[config.mk]
export PLATFORM = sky130hd
export DESIGN_NAME = if_fetch_stage
export DESIGN_NICKNAME = d
export VERILOG_FILES = /design/src/rtl/lc3b_types.sv /design/src/rtl/register_async_reset.sv /design/src/rtl/if_fetch_stage.sv
export SDC_FILE = /design/constraint.sdc
export NUM_CORES = 1
export LEC_CHECK = 0
export ABC_AREA = 1
export BUFFER_PORTS_ARGS = -buffer_cell sky130_fd_sc_hd__buf_2
export CAP_MARGIN = 0
export CORE_ASPECT_RATIO = 0.5
export CORE_UTILIZATION = 47
export DETAILED_ROUTE_END_ITERATION = 10
export HOLD_SLACK_MARGIN = 0.06
export PLACE_DENSITY = 0.76
export SYNTH_ARGS = -nofsm -noshare
export SYNTH_HDL_FRONTEND = slang
export SYNTH_SLANG_ARGS = --single-unit
[constraint.sdc]
create_clock -name clk -period 1.9 [get_ports clk]
set_clock_uncertainty 0.1 [all_clocks]
set_input_delay 0.38 -clock clk [delete_from_list [all_inputs] [get_ports clk]]
set_output_delay 0.38 -clock clk [all_outputs]
set_load 0.02 [all_outputs]
[src/rtl/lc3b_types.sv]
// Shared LC-3b types: machine word, fetch FSM state, address helpers.
// Latency: n/a (types and pure functions only).
// Backpressure: n/a.
package lc3b_types;

   typedef logic [15:0] lc3b_word;

   typedef enum logic [1:0] {
      FETCH   = 2'd0,
      DISCARD = 2'd1,
      HOLD    = 2'd2
   } lc3b_fetch_state;

   // Instructions are 16-bit, so sequential fetch advances by one word.
   localparam lc3b_word PC_INC = 16'd2;

   // Fetch addresses are always word aligned; bit 0 is cleared.
   function automatic lc3b_word even_addr(input lc3b_word a);
      return a & 16'hFFFE;
   endfunction

endpackage

[src/rtl/register_async_reset.sv]
// Loadable register with asynchronous active-high reset to a fixed value.
// Latency: 1 cycle from load to q.
// Backpressure: none; holds its value whenever load is low.
module register_async_reset #(
   parameter int               WIDTH     = 16,
   parameter logic [WIDTH-1:0] RESET_VAL = '0
) (
   input  logic             clk,
   input  logic             reset,
   input  logic             load,
   input  logic [WIDTH-1:0] d,
   output logic [WIDTH-1:0] q
);

   // Capture d on load; reset forces RESET_VAL immediately.
   always_ff @(posedge clk or posedge reset) begin
      if (reset)
         q <= RESET_VAL;
      else if (load)
         q <= d;
   end

endmodule

[src/rtl/if_fetch_stage.sv]
// LC-3b instruction fetch: owns the PC, runs the imem handshake, presents {pc+2, ir}.
// Latency: valid_out rises 1 cycle after imem_resp; one instruction per (mem latency + 2) cycles.
// Backpressure: stall_in holds the fetched instruction in HOLD; redirect squashes and refetches.
module if_fetch_stage
   import lc3b_types::*;
#(
   parameter lc3b_word RESET_PC = 16'h0000
) (
   input  logic     clk,
   input  logic     reset,
   input  logic     stall_in,
   input  logic     redirect,
   input  lc3b_word redirect_pc,
   output logic     imem_read,
   output lc3b_word imem_address,
   input  lc3b_word imem_rdata,
   input  logic     imem_resp,
   output lc3b_word pc_out,
   output lc3b_word ir_out,
   output logic     valid_out
);

   lc3b_fetch_state state, state_next;

   lc3b_word pc, pc_d, pc_plus2, redirect_tgt;
   lc3b_word req_addr, pc_buf, ir_buf;
   logic     pc_ld, req_ld, buf_ld;

   assign pc_plus2     = pc + PC_INC;
   assign redirect_tgt = even_addr(redirect_pc);

   // pc: next fetch address (sequential or redirect target).
   register_async_reset #(.WIDTH(16), .RESET_VAL(RESET_PC)) u_pc (
      .clk(clk), .reset(reset), .load(pc_ld), .d(pc_d), .q(pc)
   );

   // req_addr: address of the outstanding request being discarded; the
   // memory protocol forbids changing imem_address before its response.
   register_async_reset #(.WIDTH(16), .RESET_VAL(16'h0000)) u_req_addr (
      .clk(clk), .reset(reset), .load(req_ld), .d(pc), .q(req_addr)
   );

   register_async_reset #(.WIDTH(16), .RESET_VAL(16'h0000)) u_pc_buf (
      .clk(clk), .reset(reset), .load(buf_ld), .d(pc_plus2), .q(pc_buf)
   );

   register_async_reset #(.WIDTH(16), .RESET_VAL(16'h0000)) u_ir_buf (
      .clk(clk), .reset(reset), .load(buf_ld), .d(imem_rdata), .q(ir_buf)
   );

   // State register.
   always_ff @(posedge clk or posedge reset) begin
      if (reset)
         state <= FETCH;
      else
         state <= state_next;
   end

   // Next state and register updates; redirect outranks imem_resp outranks stall_in.
   always_comb begin
      state_next = state;
      pc_ld      = 1'b0;
      pc_d       = pc_plus2;
      req_ld     = 1'b0;
      buf_ld     = 1'b0;
      case (state)
         FETCH: begin
            if (redirect) begin
               pc_ld = 1'b1;
               pc_d  = redirect_tgt;
               // Request still in flight: remember its address and drain it.
               if (!imem_resp) begin
                  req_ld     = 1'b1;
                  state_next = DISCARD;
               end
            end else if (imem_resp) begin
               pc_ld      = 1'b1;
               buf_ld     = 1'b1;
               state_next = HOLD;
            end
         end
         DISCARD: begin
            if (redirect) begin
               pc_ld = 1'b1;
               pc_d  = redirect_tgt;
            end
            if (imem_resp)
               state_next = FETCH;
         end
         HOLD: begin
            if (redirect) begin
               pc_ld      = 1'b1;
               pc_d       = redirect_tgt;
               state_next = FETCH;
            end else if (!stall_in) begin
               state_next = FETCH;
            end
         end
         default: state_next = FETCH;
      endcase
   end

   // Outputs; reset gates the request and valid so nothing leaks while held.
   always_comb begin
      imem_read    = 1'b0;
      imem_address = pc;
      valid_out    = 1'b0;
      case (state)
         FETCH:   imem_read = ~reset;
         DISCARD: begin
            imem_read    = ~reset;
            imem_address = req_addr;
         end
         HOLD:    valid_out = ~reset & ~redirect;
         default: ;
      endcase
   end

   assign pc_out = pc_buf;
   assign ir_out = ir_buf;

endmodule
==> parameters.txt, run 1 <==
Parameter                              Value

Final layout
  Layout area overhead    37.1%
  Post-layout nets    553
  Number of antenna repair diodes    0
  Area taken by multi-input logic gates    1510 sq um
  Ratio of cells with drive above 1 in the final layout    0.304
  Sequential cell area    1580 sq um
  Number of fill cells    491

Critical path
  Chain of cells forming the critical path    inv_2 -> ha_4 -> buf_12 -> nand2_2 -> o21ai_1 -> buf_4
  Critical path startpoint category    flop
  Top fanout value on the critical path    8
  Setup slack of the worst register-to-register path    0.05 ns
  Cell class contributing the biggest share of worst-path delay    buffers and inverters
  CP Data Arrival Time    1.47 ns
  Slowest stage cell on the critical path    dfrtp_1
  Buf/Inv on CP    3
  Worst path required time    1.42 ns
  Biggest cell delay along the critical path    0.39 ns
  Path type of the worst setup path    flop to output port
  Crit end category    output port

Status
  Status    finished with violations
  Violations in the final reports    setup timing

Power and ir drop
  Part of the total power dissipated in the clock network    0.194
  Total power divided by cell area    2050 nW/um^2
  Leakage dissipation    2.30 nW
  Internal portion of total power    5.07 mW
  Net switching power    3.89 mW
  Worst-case vdd ir drop    0.000831 V
  Power after layout    8.95 mW
  Sw frac    0.434
  Sequential group share of total power    0.280
  Gate power share    0.527

Global routing
  Total Routing Usage GR    0.241
  Pin count of the biggest net entering global routing    38
  Antenna violations before repair    0
  Aggregate global routing overflow    0
  Via count of the first global-routing pass    2724
  Wire length of the first global-routing pass    13000 microns

Yosys
  Cell area after technology mapping    3180 sq um
  Yosys warning total    0
  Synth Instances    416
  Mapped Avg Cell Area    7.65 sq um
  Synthesis-stage register bit count    63
  Sequential share of the synthesized area    0.496
  Unique masters post-synth    23

Worst hold path
  Hold Crit Class    input pin to flop

Clock network
  Htree depth    3
  Worst-Skew Late Latency    0.33 ns
  CTS tree    done
  CTS Buf Count    9
  CTS Root Cell    clkbuf_16
  Maximum buffer depth of the clock tree    2
  TritonCTS Sinks    63
  Clock transition time at the flip-flop clock pins of the worst setup and hold paths    0.05 ns

Route
  Final Routed Wirelength    8040 microns
  Number of antenna-violating nets in the routed design    0
  Vias after detailed routing    3051
  Wire length per cell    13.3 microns
  Detailed-route DRC error count    0
  Number of vias per cell    5.05
  Detailed router's first-iteration violation count    264
  Count of TritonRoute iterations in the first routing pass    5

Timing
  Period utilisation layout    1.02
  Sum of negative setup slack    -0.289 ns
  Final Max Slew Viols    0
  Max frequency    0.514 GHz
  Setup repair after global routing missed its margin    yes
  Post-route setup slack    -0.0470 ns
  Setup violations, final    16
  Final number of hold-violating endpoints    0
  Clock period minus final worst setup slack    1.95 ns

Die
  Starting density of the core    0.504
  Vertical die dimension    60.2 microns
  Core outline area    6310 sq um
  Die outline area    7120 sq um
  Overall die width    118 microns
  Number of I/O pins    87
  Site Rows    20

Run
  Max_cap viols    0

Placed design
  Detail Placement HPWL    5010 microns
  Final GP Congestion    0.827
  Count of buffers from port buffering    83
[metal layers]
metal | global-route usage | up-vias | routed length (microns) | part of all wire
met5 | 0 | - | 0 | 0
met4 | 0.0769 | 0 | 119 | 0.015
met3 | 0.0582 | 17 | 503 | 0.063
met2 | 0.408 | 113 | 3820 | 0.48
met1 | 0.312 | 1424 | 3590 | 0.45
li1 | - | 1497 | - | -
[registers in the layout (all words and copies together), names as in the netlist]
| signal | flops |
|---|---|
| state | 2 |
| u_pc.q | 15 |
| u_req_addr.q | 15 |
| u_pc_buf.q | 15 |
| u_ir_buf.q | 16 |
[Yosys cell counts]
master      n  area, sq um
nand2_1   176          661
dfrtp_1    63         1580
o21ai_2     3         26.3
conb_1      1         3.75
nor2_4      1         11.3
nand2_4     1         11.3
buf_6       4         45.0
o22ai_1     2         12.5
ha_1        5         62.6
xor2_1      7         61.3
inv_1      25         93.8
nor2_1     35          131
buf_2       2         10.0
clkbuf_1    7         26.3
o21a_1      1         7.51
nand3_1    16         80.1
nor2_2      6         37.5
o21ai_1     4         20.0
inv_2       4         15.0
nand4_1     6         37.5
buf_4       5         37.5
o21ai_0    41          205
o211ai_1    1         7.51
[kinds of logic (layout without fill, tap and decap cells)]
kind of cell | count (synthesis) | in the layout | share of synthesized area
and+or+nand+nor | 241 | 241 | 0.305
DFF | 63 | 63 | 0.496
AOI/OAI and AO/OA | 52 | 52 | 0.0877
buffers and inverters | 47 | 146 | 0.0716
xor gates and xnor gates | 7 | 7 | 0.0193
adders and majority gates | 5 | 5 | 0.0197
other | 1 | 2 | 0.00118
[cells in the final DEF (no fill, tap or decap), types with 3 or more instances in the layout]
| cell type | instances |
|---|---|
| xor2_1 | 7 |
| buf_12 | 5 |
| nand4_1 | 6 |
| buf_6 | 11 |
| clkinvlp_4 | 3 |
| nand2_4 | 3 |
| nand2_1 | 167 |
| clkbuf_16 | 9 |
| buf_4 | 16 |
| buf_2 | 66 |
| o21ai_4 | 3 |
| o21ai_2 | 11 |
| inv_1 | 22 |
| o21ai_0 | 25 |
| nor2_2 | 7 |
| inv_2 | 5 |
| nand3_1 | 16 |
| dfrtp_1 | 63 |
| nor2_1 | 34 |
| nand2_2 | 7 |
| o21ai_1 | 9 |
[power groups by stage]
stage | Combinational [mW] | Clock [mW] | Sequential (mW)
finish | 4.71 | 1.73 | 2.51
global route | 5.16 | 1.80 | 2.60
CTS | 4.42 | 1.74 | 2.47
detailed placement | 3.74 | 0 | 2.47
global placement | 3.68 | 0 | 2.45
floorplan | 2.21 | 0 | 2.83
[worst min-delay path, stage by stage]
cell and delay, ns:
buf_2 0.07, nand2_1 0.04, nand2_1 0.04
[through the flow]
stage / setup WS (ns) / std cells / utilization / area, sq um / hold slack, ns
global route: -0.108 / 604 / 0.692 / 4360 / 0.153
finish: -0.0470 / 604 / 0.692 / 4360 / 0.146
detailed placement: 0.139 / 579 / 0.591 / 3720 / 0.336
floorplan: 0.102 / 417 / - / 3190 / 0.353
CTS: -0.0188 / 601 / 0.676 / 4260 / 0.141
global placement: 0.162 / 579 / 0.591 / 3720 / 0.339
[area by class of cell]
type,count,area share
Multi-Input combinational cell,307,0.345
Tap cell,88,0.0252
Sequential cell,63,0.361
Clock buffer,10,0.0525
Timing Repair Buffer,101,0.170
Clock inverter,6,0.0195
Inverter,29,0.0264
[worst paths after layout]
kind | start | endpoint | cells past startpoint
max in group asynchronous | reset | u_pc.q[8] | 4
hold / removal | imem_rdata[15] | u_ir_buf.q[15] | 3
min in group asynchronous | reset | state[0] | 3
setup reg to reg | state[0] | u_pc.q[2] | 7
setup / recovery | state[1] | imem_address[13] | 6
hold reg to reg | u_pc_buf.q[14] | u_pc_buf.q[14] | 2
[repair_timing]
action	CTS	global route
setup buffers	3	3
gates cloned	2	0
setup endpoints to repair	16	23
gates resized for setup	57	23
hold buffers	1	0
pin swaps	1	4
hold endpoints to repair	18	0
Note: power is estimated with default switching activity, not from simulation.
==> run 2, diff against run 1 <==
- clock period: 1.9 -> 1.7 ns (I/O delays scaled with it)
==> run 2 against run 1 <==
  * The flow still finishes with violations (setup timing)
  * Via count increased by 6.6%
  * Total power increased by 20%
  * Non-clock buffer count increased by 14
  * Utilization increased by 5.6 points
  * Worst setup slack got worse by 0.19 ns
  * Largest cell class is now multi-input gates
  * Sequential power increased by 12%
  * Sequential share of layout area decreased by 2.7 points
  * Register-to-register slack got worse by 0.19 ns
  * Clock power increased by 3%
  * Die area unchanged
==> parameters.txt, run 2 (synthesis gave the netlist of run 1 again) <==
Parameter                              Value

Timing
  Clock period minus final worst setup slack    1.94 ns
  Post-route setup slack    -0.237 ns
  Transition time at the pin with the least slew margin    0.499 ns
  Max frequency    0.516 GHz
  Setup repair after global routing missed its margin    yes
  Period utilisation layout    1.14
  Sum of negative setup slack    -4.67 ns
  Setup violations, final    32
  Final number of hold-violating endpoints    0
  Final Max Slew Viols    0
  Relative slew slack    0.667

Critical path
  Endpoint of the most critical register-to-register path    u_pc.q[6]
  Top fanout value on the critical path    16
  Worst path required time    1.26 ns
  Cell class contributing the biggest share of worst-path delay    flip-flops
  Critical path startpoint category    flop
  Path type of the worst setup path    flop to output port
  Slowest stage cell on the critical path    dfrtp_2
  Biggest cell delay along the critical path    0.43 ns
  Setup slack of the worst register-to-register path    -0.14 ns
  Chain of cells forming the critical path    ha_4 -> buf_16 -> o21ai_2 -> buf_4
  R2R cell count    11
  CP Data Arrival Time    1.50 ns
  Critical R2R Launch    state[0]
  Buf/Inv on CP    2
  Crit end category    output port

Final layout
  Most used cells in the layout excluding fill and tap cells    163 x nand2_1, 66 x buf_2, 62 x dfrtp_1
  Register containing the most flip-flops in the final layout    u_ir_buf.q
  Number of antenna repair diodes    0
  Post-layout nets    567
  Flip-flop count of the largest register, all copies and words added    16
  Layout area overhead    48.2%
  Leading cell type in the layout, fill and taps excluded    nand2_1
  Ratio of cells with drive above 1 in the final layout    0.368

Clock network
  TritonCTS Sinks    63
  Clock transition time at the flip-flop clock pins of the worst setup and hold paths    0.05 ns
  CTS Buf Count    9
  CTS tree    done
  Worst-Skew Late Latency    0.33 ns
  CTS Root Cell    clkbuf_16
  Maximum buffer depth of the clock tree    2
  Htree depth    3

Power and ir drop
  Leakage dissipation    2.43 nW
  Total power divided by cell area    2280 nW/um^2
  Worst-case vdd ir drop    0.000903 V

Route
  Count of TritonRoute iterations in the first routing pass    5
  Number of antenna-violating nets in the routed design    0
  Final Routed Wirelength    9110 microns
  Wire length per cell    14.7 microns
  Vias after detailed routing    3253
  Detailed-route DRC error count    0
  Number of vias per cell    5.26
  Detailed router's first-iteration violation count    272

Worst hold path
  Hold Crit Class    input pin to flop
  Hold Path Origin    imem_rdata[7]
  Worst Hold Endpoint    u_ir_buf.q[7]
  Worst hold stages    3

Die
  Site Rows    20
  Starting density of the core    0.504
  Die outline area    7120 sq um
  Vertical die dimension    60.2 microns
  Overall die width    118 microns
  Number of I/O pins    87
  Core outline area    6310 sq um

Status
  Status    finished with violations
  Violations in the final reports    setup timing

Global routing
  Wire length of the first global-routing pass    13500 microns
  Antenna violations before repair    0
  Pin count of the biggest net entering global routing    31
  Via count of the first global-routing pass    2808
  Aggregate global routing overflow    0
  Total Routing Usage GR    0.249

Placed design
  Final GP Congestion    0.835
  Worst Setup Slack post-DPL    -0.0429 ns
  Detail Placement HPWL    5260 microns
  Count of buffers from port buffering    83

Run
  Max_cap viols    0
## run 2: changes by cell type in the layout (fill, tap and decap cells not counted), sizes merged
| cell | previous run | this run |
|---|---|---|
| buf | 100 | 111 |
| clkbuf | 10 | 17 |
| bufinv | 2 | 0 |
| clkinv | 2 | 1 |
| clkinvlp | 3 | 2 |
## run 2: cell type report
cell class,instances,area [sq um]
clock inverters,2,12.5
clock buffers,14,284
fillers,430,1590
flip-flops and latches,63,1580
well taps,88,110
multi-input cells,307,1640
repair buffers,115,948
inverters,29,138
## run 2: through the flow
stage | hold slack (ns) | util | instances | area [sq um] | total power, mW
after floorplan | 0.350 | - | 417 | 3190 | 5.65
after global placement | 0.317 | 0.603 | 587 | 3800 | 6.99
after detailed placement | 0.316 | 0.603 | 587 | 3800 | 7.11
after CTS | 0.102 | 0.695 | 610 | 4380 | 9.77
after global routing | 0.112 | 0.747 | 618 | 4710 | 11.4
final | 0.107 | 0.747 | 618 | 4710 | 10.8
## run 2: power breakdown
| part | switching [mW] | total (mW) | internal, mW |
|---|---|---|---|
| Sequential | 0.534 | 2.80 | 2.27 |
| Clock | 0.637 | 1.78 | 1.14 |
| Combinational | 3.55 | 6.17 | 2.63 |
## run 2: worst max-delay path by stage
stage / from / endpoint / slack [ns] / depth (start not counted)
finish: state[0] / imem_address[4] / -0.24 / 4
global placement: state[0] / u_ir_buf.q[11] / 0.02 / 9
floorplan: state[1] / imem_address[11] / -0.06 / 4
CTS: state[0] / imem_address[12] / -0.20 / 4
detailed placement: state[0] / u_ir_buf.q[9] / -0.04 / 9
global route: state[1] / imem_address[4] / -0.26 / 6
## run 2: timing repair
action	CTS	global route
gates resized for setup	63	68
hold buffers	1	0
buffers inserted	4	6
setup endpoints to repair	42	76
hold endpoints to repair	18	0
gates cloned	2	4
pin swaps	3	14
## run 2: worst min-delay path, stage by stage
cell and delay (ns):
buf_2 0.07, nand2_1 0.04, nand2_1 0.04
## run 2: metal layers
layer  global-route usage  wire length [microns]  vias up  share of wire
met2                0.414                   4310      156           0.47
met1                0.324                   3840     1541           0.42
li1                     -                      -     1532              -
met5                    0                      0        -              0
met4               0.0604                    268        0          0.029
met3               0.0763                    688       24          0.076
